<file path="src/rtl/fp_add_pipe.sv">
// fp_add_pipe: 3-stage IEEE-754 adder/subtractor, RNE rounding.
// clk/rst_n, in_valid/in_ready/in_a/in_b/in_sub -> out_valid/out_ready/out_sum/out_flags.
module fp_add_pipe #(
  parameter int EXP_W = 8,
  parameter int MAN_W = 23
) (
  input  logic                     clk,
  input  logic                     rst_n,
  input  logic                     in_valid,
  output logic                     in_ready,
  input  logic [EXP_W+MAN_W:0]     in_a,
  input  logic [EXP_W+MAN_W:0]     in_b,
  input  logic                     in_sub,
  output logic                     out_valid,
  input  logic                     out_ready,
  output logic [EXP_W+MAN_W:0]     out_sum,
  output logic [3:0]               out_flags
);
  localparam int W   = 1 + EXP_W + MAN_W;
  localparam int XW  = MAN_W + 4;
  localparam int LZW = $clog2(MAN_W + 5);
  localparam int EW  = EXP_W + 2;

  localparam logic [W-1:0] QNAN =
    {1'b0, {EXP_W{1'b1}}, 1'b1, {(MAN_W-1){1'b0}}};
  localparam logic [EW-1:0] EMAX = {2'b00, {EXP_W{1'b1}}};

  logic en;
  assign en       = !out_valid | out_ready;
  assign in_ready = en;

  // ---------------- S1: unpack, classify, align
  logic             sa, sb;
  logic [EXP_W-1:0] ea, eb;
  logic [MAN_W-1:0] fa, fb;
  logic a_zero, a_inf, a_nan, a_snan;
  logic b_zero, b_inf, b_nan, b_snan;

  assign sa = in_a[W-1];
  assign ea = in_a[W-2:MAN_W];
  assign fa = in_a[MAN_W-1:0];
  assign sb = in_b[W-1] ^ in_sub;
  assign eb = in_b[W-2:MAN_W];
  assign fb = in_b[MAN_W-1:0];

  // Subnormals count as zero: only the exponent is inspected.
  assign a_zero = (ea == '0);
  assign a_inf  = (&ea) && (fa == '0);
  assign a_nan  = (&ea) && (fa != '0);
  assign a_snan = a_nan && !fa[MAN_W-1];
  assign b_zero = (eb == '0);
  assign b_inf  = (&eb) && (fb == '0);
  assign b_nan  = (&eb) && (fb != '0);
  assign b_snan = b_nan && !fb[MAN_W-1];

  logic         spec;
  logic [W-1:0] spec_val;
  logic [3:0]   spec_flags;

  always_comb begin
    spec       = 1'b1;
    spec_val   = '0;
    spec_flags = '0;
    if (a_nan || b_nan) begin
      spec_val   = QNAN;
      spec_flags = {a_snan | b_snan, 3'b000};
    end else if (a_inf && b_inf && (sa != sb)) begin
      spec_val   = QNAN;
      spec_flags = 4'b1000;
    end else if (a_inf) begin
      spec_val = {sa, ea, fa};
    end else if (b_inf) begin
      spec_val = {sb, eb, fb};
    end else if (a_zero && b_zero) begin
      // Only -0 + -0 keeps the negative sign under RNE.
      spec_val = {sa & sb, {(W-1){1'b0}}};
    end else if (a_zero) begin
      spec_val = {sb, eb, fb};
    end else if (b_zero) begin
      spec_val = {sa, ea, fa};
    end else begin
      spec = 1'b0;
    end
  end

  logic             swap, sx;
  logic [EXP_W-1:0] ex, ey, dexp;
  logic [MAN_W-1:0] fx, fy;
  logic [LZW-1:0]   sh;
  logic [2*XW-1:0]  y_wide;
  logic [XW-1:0]    x_ext, y_al;

  assign swap = {eb, fb} > {ea, fa};
  assign sx   = swap ? sb : sa;
  assign ex   = swap ? eb : ea;
  assign fx   = swap ? fb : fa;
  assign ey   = swap ? ea : eb;
  assign fy   = swap ? fa : fb;
  assign dexp = ex - ey;

  // Shifts of XW or more push everything into the sticky bit.
  assign sh = (dexp > EXP_W'(XW)) ? LZW'(XW) : LZW'(dexp);
  assign y_wide = {1'b1, fy, 3'b000, {XW{1'b0}}} >> sh;
  assign y_al   = {y_wide[2*XW-1:XW+1],
                   y_wide[XW] | (|y_wide[XW-1:0])};
  assign x_ext  = {1'b1, fx, 3'b000};

  logic             s1_valid, s1_spec, s1_sign, s1_sub;
  logic [W-1:0]     s1_spec_val;
  logic [3:0]       s1_spec_flags;
  logic [EXP_W-1:0] s1_exp;
  logic [XW-1:0]    s1_x, s1_y;

  always_ff @(posedge clk or negedge rst_n) begin
    if (!rst_n) begin
      s1_valid      <= 1'b0;
      s1_spec       <= 1'b0;
      s1_spec_val   <= '0;
      s1_spec_flags <= '0;
      s1_sign       <= 1'b0;
      s1_sub        <= 1'b0;
      s1_exp        <= '0;
      s1_x          <= '0;
      s1_y          <= '0;
    end else if (en) begin
      s1_valid      <= in_valid;
      s1_spec       <= spec;
      s1_spec_val   <= spec_val;
      s1_spec_flags <= spec_flags;
      s1_sign       <= sx;
      s1_sub        <= sa ^ sb;
      s1_exp        <= ex;
      s1_x          <= x_ext;
      s1_y          <= y_al;
    end
  end

  // ---------------- S2: add / subtract magnitudes
  logic [XW:0] sum;
  assign sum = s1_sub ? ({1'b0, s1_x} - {1'b0, s1_y})
                      : ({1'b0, s1_x} + {1'b0, s1_y});

  logic             s2_valid, s2_spec, s2_sign;
  logic [W-1:0]     s2_spec_val;
  logic [3:0]       s2_spec_flags;
  logic [EXP_W-1:0] s2_exp;
  logic [XW:0]      s2_sum;

  always_ff @(posedge clk or negedge rst_n) begin
    if (!rst_n) begin
      s2_valid      <= 1'b0;
      s2_spec       <= 1'b0;
      s2_spec_val   <= '0;
      s2_spec_flags <= '0;
      s2_sign       <= 1'b0;
      s2_exp        <= '0;
      s2_sum        <= '0;
    end else if (en) begin
      s2_valid      <= s1_valid;
      s2_spec       <= s1_spec;
      s2_spec_val   <= s1_spec_val;
      s2_spec_flags <= s1_spec_flags;
      s2_sign       <= s1_sign;
      s2_exp        <= s1_exp;
      s2_sum        <= sum;
    end
  end

  // ---------------- S3: normalise, round, pack
  logic           carry, found;
  logic [LZW-1:0] lz;

  assign carry = s2_sum[XW];

  always_comb begin
    lz    = '0;
    found = 1'b0;
    for (int i = XW - 1; i >= 0; i--) begin
      if (!found && s2_sum[i]) begin
        lz    = LZW'(XW - 1 - i);
        found = 1'b1;
      end
    end
  end

  // norm drops the hidden bit: {frac, G, R, S}.
  logic [XW-2:0]    norm, shl;
  logic [EW-1:0]    e_u, e_r;
  logic             g, r, st, lsb, inc, rc;
  logic [MAN_W-1:0] frac_r;

  assign shl  = s2_sum[XW-2:0] << lz;
  assign norm = carry ? {s2_sum[XW-1:2], s2_sum[1] | s2_sum[0]}
                      : shl;
  assign e_u  = {2'b00, s2_exp} + EW'(carry) - EW'(lz);
  assign lsb  = norm[3];
  assign g    = norm[2];
  assign r    = norm[1];
  assign st   = norm[0];
  assign inc  = g & (r | st | lsb);
  // A carry out of the fraction means the mantissa rounded to 10.0.
  assign {rc, frac_r} = {1'b0, norm[XW-2:3]} + (MAN_W+1)'(inc);
  assign e_r  = e_u + EW'(rc);

  logic [W-1:0] res;
  logic [3:0]   res_flags;

  always_comb begin
    res       = '0;
    res_flags = '0;
    if (s2_spec) begin
      res       = s2_spec_val;
      res_flags = s2_spec_flags;
    end else if (s2_sum == '0) begin
      res = '0;
    end else if (e_u[EW-1] || (e_u == '0)) begin
      res       = {s2_sign, {(W-1){1'b0}}};
      res_flags = 4'b0011;
    end else if (e_r >= EMAX) begin
      res       = {s2_sign, {EXP_W{1'b1}}, {MAN_W{1'b0}}};
      res_flags = 4'b0101;
    end else begin
      res       = {s2_sign, e_r[EXP_W-1:0], frac_r};
      res_flags = {3'b000, g | r | st};
    end
  end

  always_ff @(posedge clk or negedge rst_n) begin
    if (!rst_n) begin
      out_valid <= 1'b0;
      out_sum   <= '0;
      out_flags <= '0;
    end else if (en) begin
      out_valid <= s2_valid;
      if (s2_valid) begin
        out_sum   <= res;
        out_flags <= res_flags;
      end
    end
  end

endmodule

</file>
<file path="config.mk">
export PLATFORM = sky130hd
export DESIGN_NAME = fp_add_pipe
export DESIGN_NICKNAME = d
export VERILOG_FILES = /design/src/rtl/fp_add_pipe.sv
export SDC_FILE = /design/constraint.sdc
export NUM_CORES = 1
export LEC_CHECK = 0
export ABC_AREA = 1
export BUFFER_PORTS_ARGS = -buffer_cell sky130_fd_sc_hd__buf_2
export CAP_MARGIN = 10
export CORE_UTILIZATION = 43
export DETAILED_ROUTE_END_ITERATION = 12
export GPL_TIMING_DRIVEN = 0
export PLACE_DENSITY_LB_ADDON = 0.1
export SLEW_MARGIN = 20
export SYNTH_ARGS = -nofsm -noshare
export SYNTH_HDL_FRONTEND = slang
export SYNTH_SLANG_ARGS = --single-unit
</file>
<file path="constraint.sdc">
create_clock -name clk -period 7.8 [get_ports clk]
set_input_delay 0.78 -clock clk [delete_from_list [all_inputs] [get_ports clk]]
set_output_delay 0.78 -clock clk [all_outputs]
set_load 0.03 [all_outputs]
</file>
* Word level (Yosys, flattened, before mapping) *
Index checks and enable logic that the tools add are counted.

word-level totals
  bits in registers = 211
  input port bits = 69
  output and inout bits = 38
  logic and storage cells = 206

cells by class
  add/subtract/negate cells = 7
  magnitude comparators = 3
  equal/unequal tests = 1
  shifts and indexed selects = 2
  mux-type cells = 84
  bitwise operators = 12
  reductions and logical operators = 78

operator list
  cell                 count
  $mux W32             9
  $mux W5              26
  $mux W31             2
  $shr A54 B5 Y54      1
  $logic_not A23 Y1    2
  $mux W23             2
  $reduce_bool A23 Y1  2
  $logic_and A1 B1 Y1  35
  $mux W1              35
  $gt A31 B31 Y1       1
  $logic_not A1 Y1     29
  $add A27 B27 Y28     1
  $logic_not A28 Y1    1
  $mux W28             1
  $sub A27 B27 Y28     1
  $reduce_or A27 Y1    1
  $mux W26             1
  $shl A26 B5 Y26      1
  $add A23 B1 Y24      1
  $logic_not A8 Y1     2
  $mux W8              2
  $reduce_and A8 Y1    2
  $mux W4              3
  $add A10 B1 Y10      1
  13 further kinds     25

* Logic depth before layout (Yosys ltp) *
Gate-level depths: netlist (run 1).

  word-level depth = 91
  gate-level depth with buffers = 41
  gate-level depth less buffers = 41

* Worst setup path before layout (run 1) *
No wires, ideal clock.

  kind = flip-flop to flip-flop
  start point = register s2_sum[25]
  end point = register out_sum[8]
  library setup time = 0.134 ns
  arrival time = 5.153 ns
  required time = 7.666 ns
  slack = 2.512 ns
  cell stages (with the launch flop) = 33
  buffers on the path = 2
  period minus slack after synthesis = 5.288 ns
  cells stage by stage = dfrtp_1 nor2_1 nand2_1 nor2_2 nand3_2 inv_2 nand3_4 nor2_1 inv_1 nor2_2 nor3_1 nand3b_1 nor2_1 nand3_2 buf_4 buf_2 ha_1 inv_1 ha_1 inv_1 fa_1 o31ai_1 xnor2_1 nor4_1 nand3_1 xor2_1 or4_1 nand3_1 nor2_1 clkinv_1 nor2_1 a22oi_1 o21ai_0

between the ends
  cells in the longest elaborated chain, start to end = 89
  elaborated cells between the ends (all ways) = 118
  classes of those cells = add/sub: 3; order compare: 1; shift: 1; mux: 56; bitwise: 3; reduce/logical: 54

ends and longest elaborated chain
  item                    RTL line  source
  from (decl)             147       logic [XW:0] s2_sum;
  from (signal assigned)  165       s2_sum <= sum;
  $logic_and A1 B1 Y1     179       if (!found && s2_sum[i]) begin
  $mux W1                 179
  $logic_not A1 Y1        179
  $logic_and A1 B1 Y1     179
  $mux W1                 179
  $logic_not A1 Y1        179
  $logic_and A1 B1 Y1     179
  $mux W1                 179
  [73 not listed]         --
  $and A1 B1 Y1           200       assign inc = g & (r | st | lsb);
  $add A23 B1 Y24         202       assign {rc, frac_r} = {1'b0, norm[XW-2:3]} + (MAN_W+1)'(inc);
  $add A10 B1 Y10         203       assign e_r = e_u + EW'(rc);
  $ge A10 B8 Y1           219       end else if (e_r >= EMAX) begin
  $mux W31                219
  $mux W31                216       end else if (e_u[EW-1] || (e_u == '0)) begin
  $mux W32 *              214       end else if (s2_sum == '0) begin
  $mux W32 *              211       if (s2_spec) begin
  to (signal assigned)    236       out_sum <= res;
  to (decl)               16        output logic [EXP_W+MAN_W:0] out_sum,

Every way passes the cells marked *; elsewhere a longest branch is shown, timed or not.
A chain may end at the register's enable or synchronous reset.

* Worst setup path in the final report (run 1) *
Ends and elaborated chain as after synthesis.

==> flow_summary.json, run 1 <==
{
  "routed_via_density": 5.719,
  "nets": 2921,
  "ys_warn_count": 0,
  "hold_ws_ns": 0.1057,
  "internal_power_mw": 3.316,
  "placed_cells_incl_taps": 3241,
  "grt_pass1_wl_um": 104200,
  "synth-seq-cells": 205,
  "globalRouteTotalUtil": 0.3319,
  "grt-busiest-layer": "met2",
  "routed_wl_um": 68110,
  "antenna_found_initial": 0,
  "diodes": 0,
  "reg2reg_depth": 32,
  "rsz0062_at_grt": "no",
  "seq_area_frac_synth": 0.2991,
  "finalWorstSetupSlack_ns": 0.5277,
  "tns_ns": 0,
  "min-delay-path-class": "input port to async pin",
  "slew_viol_final": 0,
  "max-vdd-ir-drop_uv": 166.3,
  "slowest_stage": "nor4_1",
  "ioPinCount": 107,
  "crit_arrival_ns": 7.67,
  "fin_crit_sh": 0.9323,
  "instances_no_fill": 3282,
  "portBuffers": 106,
  "clockBufferDepth": 3,
  "die_x_um": 201.7,
  "cpPeakStageDelay_ns": 0.59,
  "drtIter0Drc": 1844,
  "setup_viol": 0,
  "drive_gt1_frac": 0.08357,
  "syn-mean-instance-area_um2": 6.559,
  "clkTransAtPathRegs_ns": 0.06,
  "ys_types": 60,
  "use_met2": 0.5326,
  "criticalPathCategory": "flip-flop to flip-flop",
  "wl_per_cell_um": 20.75,
  "endpoint_kind": "flip-flop",
  "period_needed_ns": 7.272,
  "postSynth.asyncResetShare": 1.000,
  "pre_cts_ws_ns": 0.4440,
  "start_util": 0.4397,
  "tightestPinTransition_ns": 0.9708,
  "p_seq_frac": 0.230,
  "syn_inst": 2615,
  "filler_cell_count": 4062,
  "finalPower_mw": 7.245,
  "p_switching_mw": 3.929,
  "grt_pass1_vias": 17850,
  "routabilityCongestion": 0.9553,
  "core_um2": 39010,
  "post_cts_buffers": 0,
  "ctsRootBufferMaster": "clkbuf_16",
  "vias": 18770,
  "worstPathRequired_ns": 8.20,
  "cts_tree": "built",
  "drv_cap": 0,
  "rr_startpoint": "s2_sum[25]",
  "rows": 72,
  "cts_sinks": 205,
  "p_leak_nw": 9.654,
  "reg2reg_slack_ns": 0.53,
  "cp_top_family": "simple AND/OR/NAND/NOR gates",
  "combinationalPowerShare": 0.610,
  "hold_viol_final": 0,
  "use_met3": 0.03822,
  "synth_top_flop_cell": "dfrtp_1",
  "drc": 0,
  "clock_skew_ns": 0.01125,
  "status": "complete, no violations",
  "worstSetupStartpointType": "flip-flop",
  "r2r_end": "out_sum[8]",
  "grt_start_max_net_pins": 94,
  "htree_levels": 1,
  "power.density_nw_per_um2": 377.4,
  "cts_buffers": 25,
  "dieHeight_um": 201.7,
  "drtPass1Iterations": 6,
  "post_dp_cell_area_um2": 18400,
  "switching_share": 0.5424,
  "overflow": 0,
  "clk_latency_ns": 0.54,
  "syn-num-nets": 2786,
  "area_delta_synth_final_pct": 11.93,
  "die_area_um2": 40690,
  "dp_hpwl_um": 55190,
  "cp_max_fo": 10,
  "fin_area_um2": 19200,
  "max_freq_mhz": 137.5,
  "met1_usage": 0.4521,
  "maxSlewHeadroom": 0.3528,
  "pwr-share-clk": 0.160,
  "worst-path-buf-inv": 4,
  "syn_area_um2": 17150,
  "final_core_util": 0.4922,
  "drt.antenna.violating_nets": 0,
  "worst_path_most_repeated_cell": "nand2_1",
  "synth_edf_count": 0
}
[kinds of logic after synthesis]
group                      after synthesis  share of synthesized area
buffers and inverters                  415                    0.09651
DFF                                    205                     0.2991
xor gates and xnor gates                31                    0.01583
adders and majority gates              102                    0.07528
AOI/OAI and AO/OA                      509                     0.1683
muxes                                    1                  0.0005836
and+or+nand+nor                       1352                     0.3444
[final cells by class]
type                            instances  area (um^2)  share of cell area
Multi-Input combinational cell       1995        10370              0.5401
Sequential cell                       205         5130              0.2672
Inverter                              295         1107             0.05768
Clock buffer                           32        661.9             0.03448
Tap cell                              518        648.1             0.03376
Timing Repair Buffer                  108        595.6             0.03102
Buffer                                120        548.0             0.02855
Clock inverter                          9        137.6            0.007169
[worst register-to-register path: cells and delay by family (launching register included)]
family	cells	cell delay [ns]
XOR/XNOR	1	0.21
flip-flops	1	0.47
adder cells (fa/ha/maj)	1	0.27
AND/OR/NAND/NOR	23	4.99
AO/OA/AOI/OAI	3	0.35
buffers and inverters	4	0.85
[power by group through the flow]
stage	clock (mW)	combinational [mW]	sequential (mW)
after floorplan	0	2.82	1.72
after global placement	0	4.31	1.66
after detailed placement	0	4.33	1.67
after CTS	1.18	4.35	1.66
after global routing	1.22	4.88	1.69
final	1.16	4.42	1.66
[cells in the final DEF, fill, tap and decap left out, drive strengths merged, types with 25 or more instances in the layout]
cell type | synthesis | layout
xor2 | 25 | 25
dfrtp | 205 | 205
a31oi | 26 | 26
a22oi | 32 | 32
o21ai | 228 | 228
nand2 | 742 | 742
nand3 | 312 | 312
ha | 100 | 100
buf | 38 | 146
inv | 292 | 294
clkbuf | 82 | 114
nor2 | 188 | 188
a21oi | 145 | 145
nand4 | 58 | 58
[layer usage]
layer | share of wire | vias up | wire length [um]
met5 | 0 | - | 0
met4 | 0.046 | 0 | 3133
met3 | 0.070 | 145 | 4765
met2 | 0.45 | 759 | 30350
met1 | 0.44 | 8835 | 29860
li1 | - | 9031 | -
[Yosys cell counts, drive strengths merged, types with 14 or more instances]
cell / count / share of area
a31oi: 26 / 0.0095
nand4: 58 / 0.021
o21ai: 228 / 0.067
a22oi: 32 / 0.014
a21oi: 145 / 0.043
xor2: 25 / 0.013
nand3: 312 / 0.094
nand2: 742 / 0.16
buf: 38 / 0.014
ha: 100 / 0.073
nor2: 188 / 0.045
nor4: 15 / 0.0055
dfrtp: 205 / 0.30
clkbuf: 82 / 0.018
inv: 292 / 0.064
o22ai: 14 / 0.0055
[state kept, by name (all words and copies together) (netlist names), 4 cells and up]
register	count
out_sum	32
s1_spec_val	32
s2_spec_val	32
s2_sum	28
s1_y	27
s1_x	24
s1_exp	8
s2_exp	8
out_flags	4
[how the worst max path moves through the flow]
stage | from | end | slack (ns) | cells past startpoint
2_1_floorplan | s2_sum[25] | out_sum[8] | 2.51 | 32
3_3_place_gp | s2_sum[25] | out_sum[7] | 0.51 | 33
3_5_place_dp | s2_sum[25] | out_sum[7] | 0.44 | 33
4_1_cts | s2_sum[25] | out_sum[7] | 0.43 | 33
5_1_grt | s2_sum[25] | out_sum[8] | 0.04 | 35
6_report | s2_sum[25] | out_sum[8] | 0.53 | 32
[timing repair]
| item | 4_1_cts | 5_1_grt |
|---|---|---|
| hold endpoints to repair | 0 | 0 |
| gates resized for setup | 0 | 2 |
| hold buffers | 0 | 0 |
| setup endpoints to repair | 0 | 10 |
No activity file was read; power rests on OpenSTA's default activity.
==> run 2: changes to the inputs <==
--- a/config.mk
+++ b/config.mk
@@ -11,7 +11,9 @@
 export CORE_UTILIZATION = 43
 export DETAILED_ROUTE_END_ITERATION = 12
 export GPL_TIMING_DRIVEN = 0
+export HOLD_SLACK_MARGIN = 0.12
 export PLACE_DENSITY_LB_ADDON = 0.1
+export RECOVER_POWER = 100
 export SLEW_MARGIN = 20
 export SYNTH_ARGS = -nofsm -noshare
 export SYNTH_HDL_FRONTEND = slang
==> run 2 against run 1 <==
  * The run now ends with capacitance limit, slew limit left
  * Hold slack gained 0.37 ns
  * Cell area shrank 0.61%
  * Via count about the same
  * Setup slack lost 0.043 ns
  * Sequential power hardly changed
  * First-iteration DRC count shrank 4.9%
  * Count of clock-buffer cells in the layout unchanged
  * Fmax is 0.58% lower
  * Combinational power shrank 0.9%
  * Register-to-register slack lost 0.04 ns
  * Critical path type unchanged
==> flow_summary.json, run 2 (synthesized netlist as in run 1, its figures left out) <==
{
  "globalRouteTotalUtil": 0.3319,
  "drt.antenna.violating_nets": 0,
  "reg2reg_depth": 32,
  "min-delay-path-class": "flip-flop to flip-flop",
  "antenna_found_initial": 0,
  "cts_sinks": 205,
  "grt-busiest-layer": "met2",
  "routabilityCongestion": 0.9553,
  "power.density_nw_per_um2": 377.6,
  "core_um2": 39010,
  "drtIter0Drc": 1753,
  "tns_ns": 0,
  "maxSlewHeadroom": -1.751,
  "slowest_stage": "nor4_1",
  "vias": 18760,
  "hold_end": "out_valid",
  "start_util": 0.4397,
  "pwr-share-clk": 0.161,
  "crit_arrival_ns": 7.71,
  "drv_cap": 2,
  "hold_depth": 2,
  "grt_pass1_vias": 17850,
  "routed_wl_um": 68020,
  "rsz0062_at_grt": "no",
  "grt_start_max_net_pins": 94,
  "r2r_end": "out_sum[8]",
  "use_met2": 0.5326,
  "worstPathRequired_ns": 8.20,
  "p_switching_mw": 3.922,
  "p_leak_nw": 9.511,
  "dp_hpwl_um": 55190,
  "hold_viol_final": 0,
  "dieHeight_um": 201.7,
  "p_seq_frac": 0.231,
  "hold_ws_ns": 0.4778,
  "drc": 0,
  "worstHoldStart": "s2_valid",
  "post_cts_buffers": 0,
  "clkTransAtPathRegs_ns": 0.06,
  "diodes": 0,
  "cp_max_fo": 10,
  "internal_power_mw": 3.283,
  "combinationalPowerShare": 0.608,
  "htree_levels": 1,
  "endpoint_kind": "flip-flop",
  "area_delta_synth_final_pct": 11.24,
  "nets": 2922,
  "clockBufferDepth": 3,
  "grt_pass1_wl_um": 104200,
  "max-vdd-ir-drop_uv": 166.5,
  "setup_viol": 0,
  "reg2reg_slack_ns": 0.49,
  "use_met3": 0.03839,
  "final_common_cell": "nand2_1",
  "cp_top_family": "simple AND/OR/NAND/NOR gates",
  "cts_tree": "built",
  "rows": 72,
  "die_x_um": 201.7,
  "drive_gt1_frac": 0.06365,
  "ioPinCount": 107,
  "cpPeakStageDelay_ns": 0.58,
  "fin_crit_sh": 0.9378,
  "drtPass1Iterations": 5,
  "switching_share": 0.5444,
  "routed_via_density": 5.713,
  "met1_usage": 0.4521,
  "cts_buffers": 25,
  "layout_common_cells": "nand2_1, nand3_1, inv_1, o21ai_0, dfrtp_1",
  "overflow": 0,
  "period_needed_ns": 7.315,
  "clk_latency_ns": 0.54,
  "violations": "capacitance limit, slew limit",
  "portBuffers": 106,
  "max_freq_mhz": 136.7,
  "wl_per_cell_um": 20.72,
  "top_regs": "out_sum: 32 flops, s1_spec_val: 32 flops, s2_spec_val: 32 flops",
  "criticalPathCategory": "flip-flop to flip-flop",
  "worst-path-buf-inv": 4,
  "tightestPinTransition_ns": 4.127,
  "slew_viol_final": 127,
  "clock_skew_ns": 0.01311,
  "rr_startpoint": "s2_sum[25]",
  "die_area_um2": 40690,
  "worst_path_most_repeated_cell": "nand2_1",
  "worstSetupStartpointType": "flip-flop",
  "status": "finished with violations",
  "ctsRootBufferMaster": "clkbuf_16"
}
==> run 2: changes by cell type in the layout (fill, tap and decap cells not counted), moves of 2 or more <==
cell      previous run  this run
nor2_1             175       178
clkbuf_1            88       134
inv_2               14        12
buf_2              123        80
nor2_4               6         4
nand2_2              4         2
nand2_1            735       739
nand2_4              3         1
==> run 2: power by group through the flow <==
stage          registers, mW  clock network, mW  logic [mW]
2_1_floorplan           1.72                  0        2.82
3_3_place_gp            1.66                  0        4.31
3_5_place_dp            1.67                  0        4.33
4_1_cts                 1.66               1.18        4.35
5_1_grt                 1.70               1.22        4.85
6_report                1.67               1.16        4.38
==> run 2: worst max path at each step <==
stage                     startpoint    endpoint  slack [ns]  cells after the start
final                     s2_sum[25]  out_sum[8]        0.49                     32
after global routing      s2_sum[25]  out_sum[8]        0.03                     35
after CTS                 s2_sum[25]  out_sum[7]        0.43                     33
after floorplan           s2_sum[25]  out_sum[8]        2.51                     32
after global placement    s2_sum[25]  out_sum[7]        0.51                     33
after detailed placement  s2_sum[25]  out_sum[7]        0.44                     33
==> run 2: timing repair <==
| item | 4_1_cts | 5_1_grt |
|---|---|---|
| hold buffers | 1 | 0 |
| resized for setup | 0 | 2 |
| hold endpoints to repair | 31 | 0 |
| setup endpoints to repair | 0 | 10 |
==> run 2: per-stage QoR <==
stage          instance area [um^2]  setup slack, ns  std cells  total power, mW    util
6_report                      19080           0.4851       3283            7.206  0.4892
3_5_place_dp                  18400           0.4440       3241            6.001  0.4716
5_1_grt                       19080          0.02627       3283            7.763  0.4892
4_1_cts                       19210           0.4259       3283            7.185  0.4924
2_1_floorplan                 17150            2.512       2615            4.542       -
3_3_place_gp                  18330           0.5120       3239            5.971  0.4699
==> run 2: tightest hold or removal path: stages (launching register included) <==
cell and delay (ns):
dfrtp_1 0.32, inv_1 0.06, nand2_1 0.06
==> run 2: per-layer routing <==
metal,share of wire,wire length (um)
met1,0.44,29880
met3,0.072,4879
met4,0.047,3226
met5,0,0
met2,0.44,30030
==> run 2: area by class of cell <==
cell class | count | area, um^2
clock buffer | 32 | 661.9
multi-input combinational | 1995 | 10330
tap | 518 | 648.1
sequential | 205 | 5130
clock inverter | 9 | 137.6
buffer | 120 | 535.5
fill | 4099 | 19930
inverter | 295 | 1107
timing repair buffer | 109 | 528.0
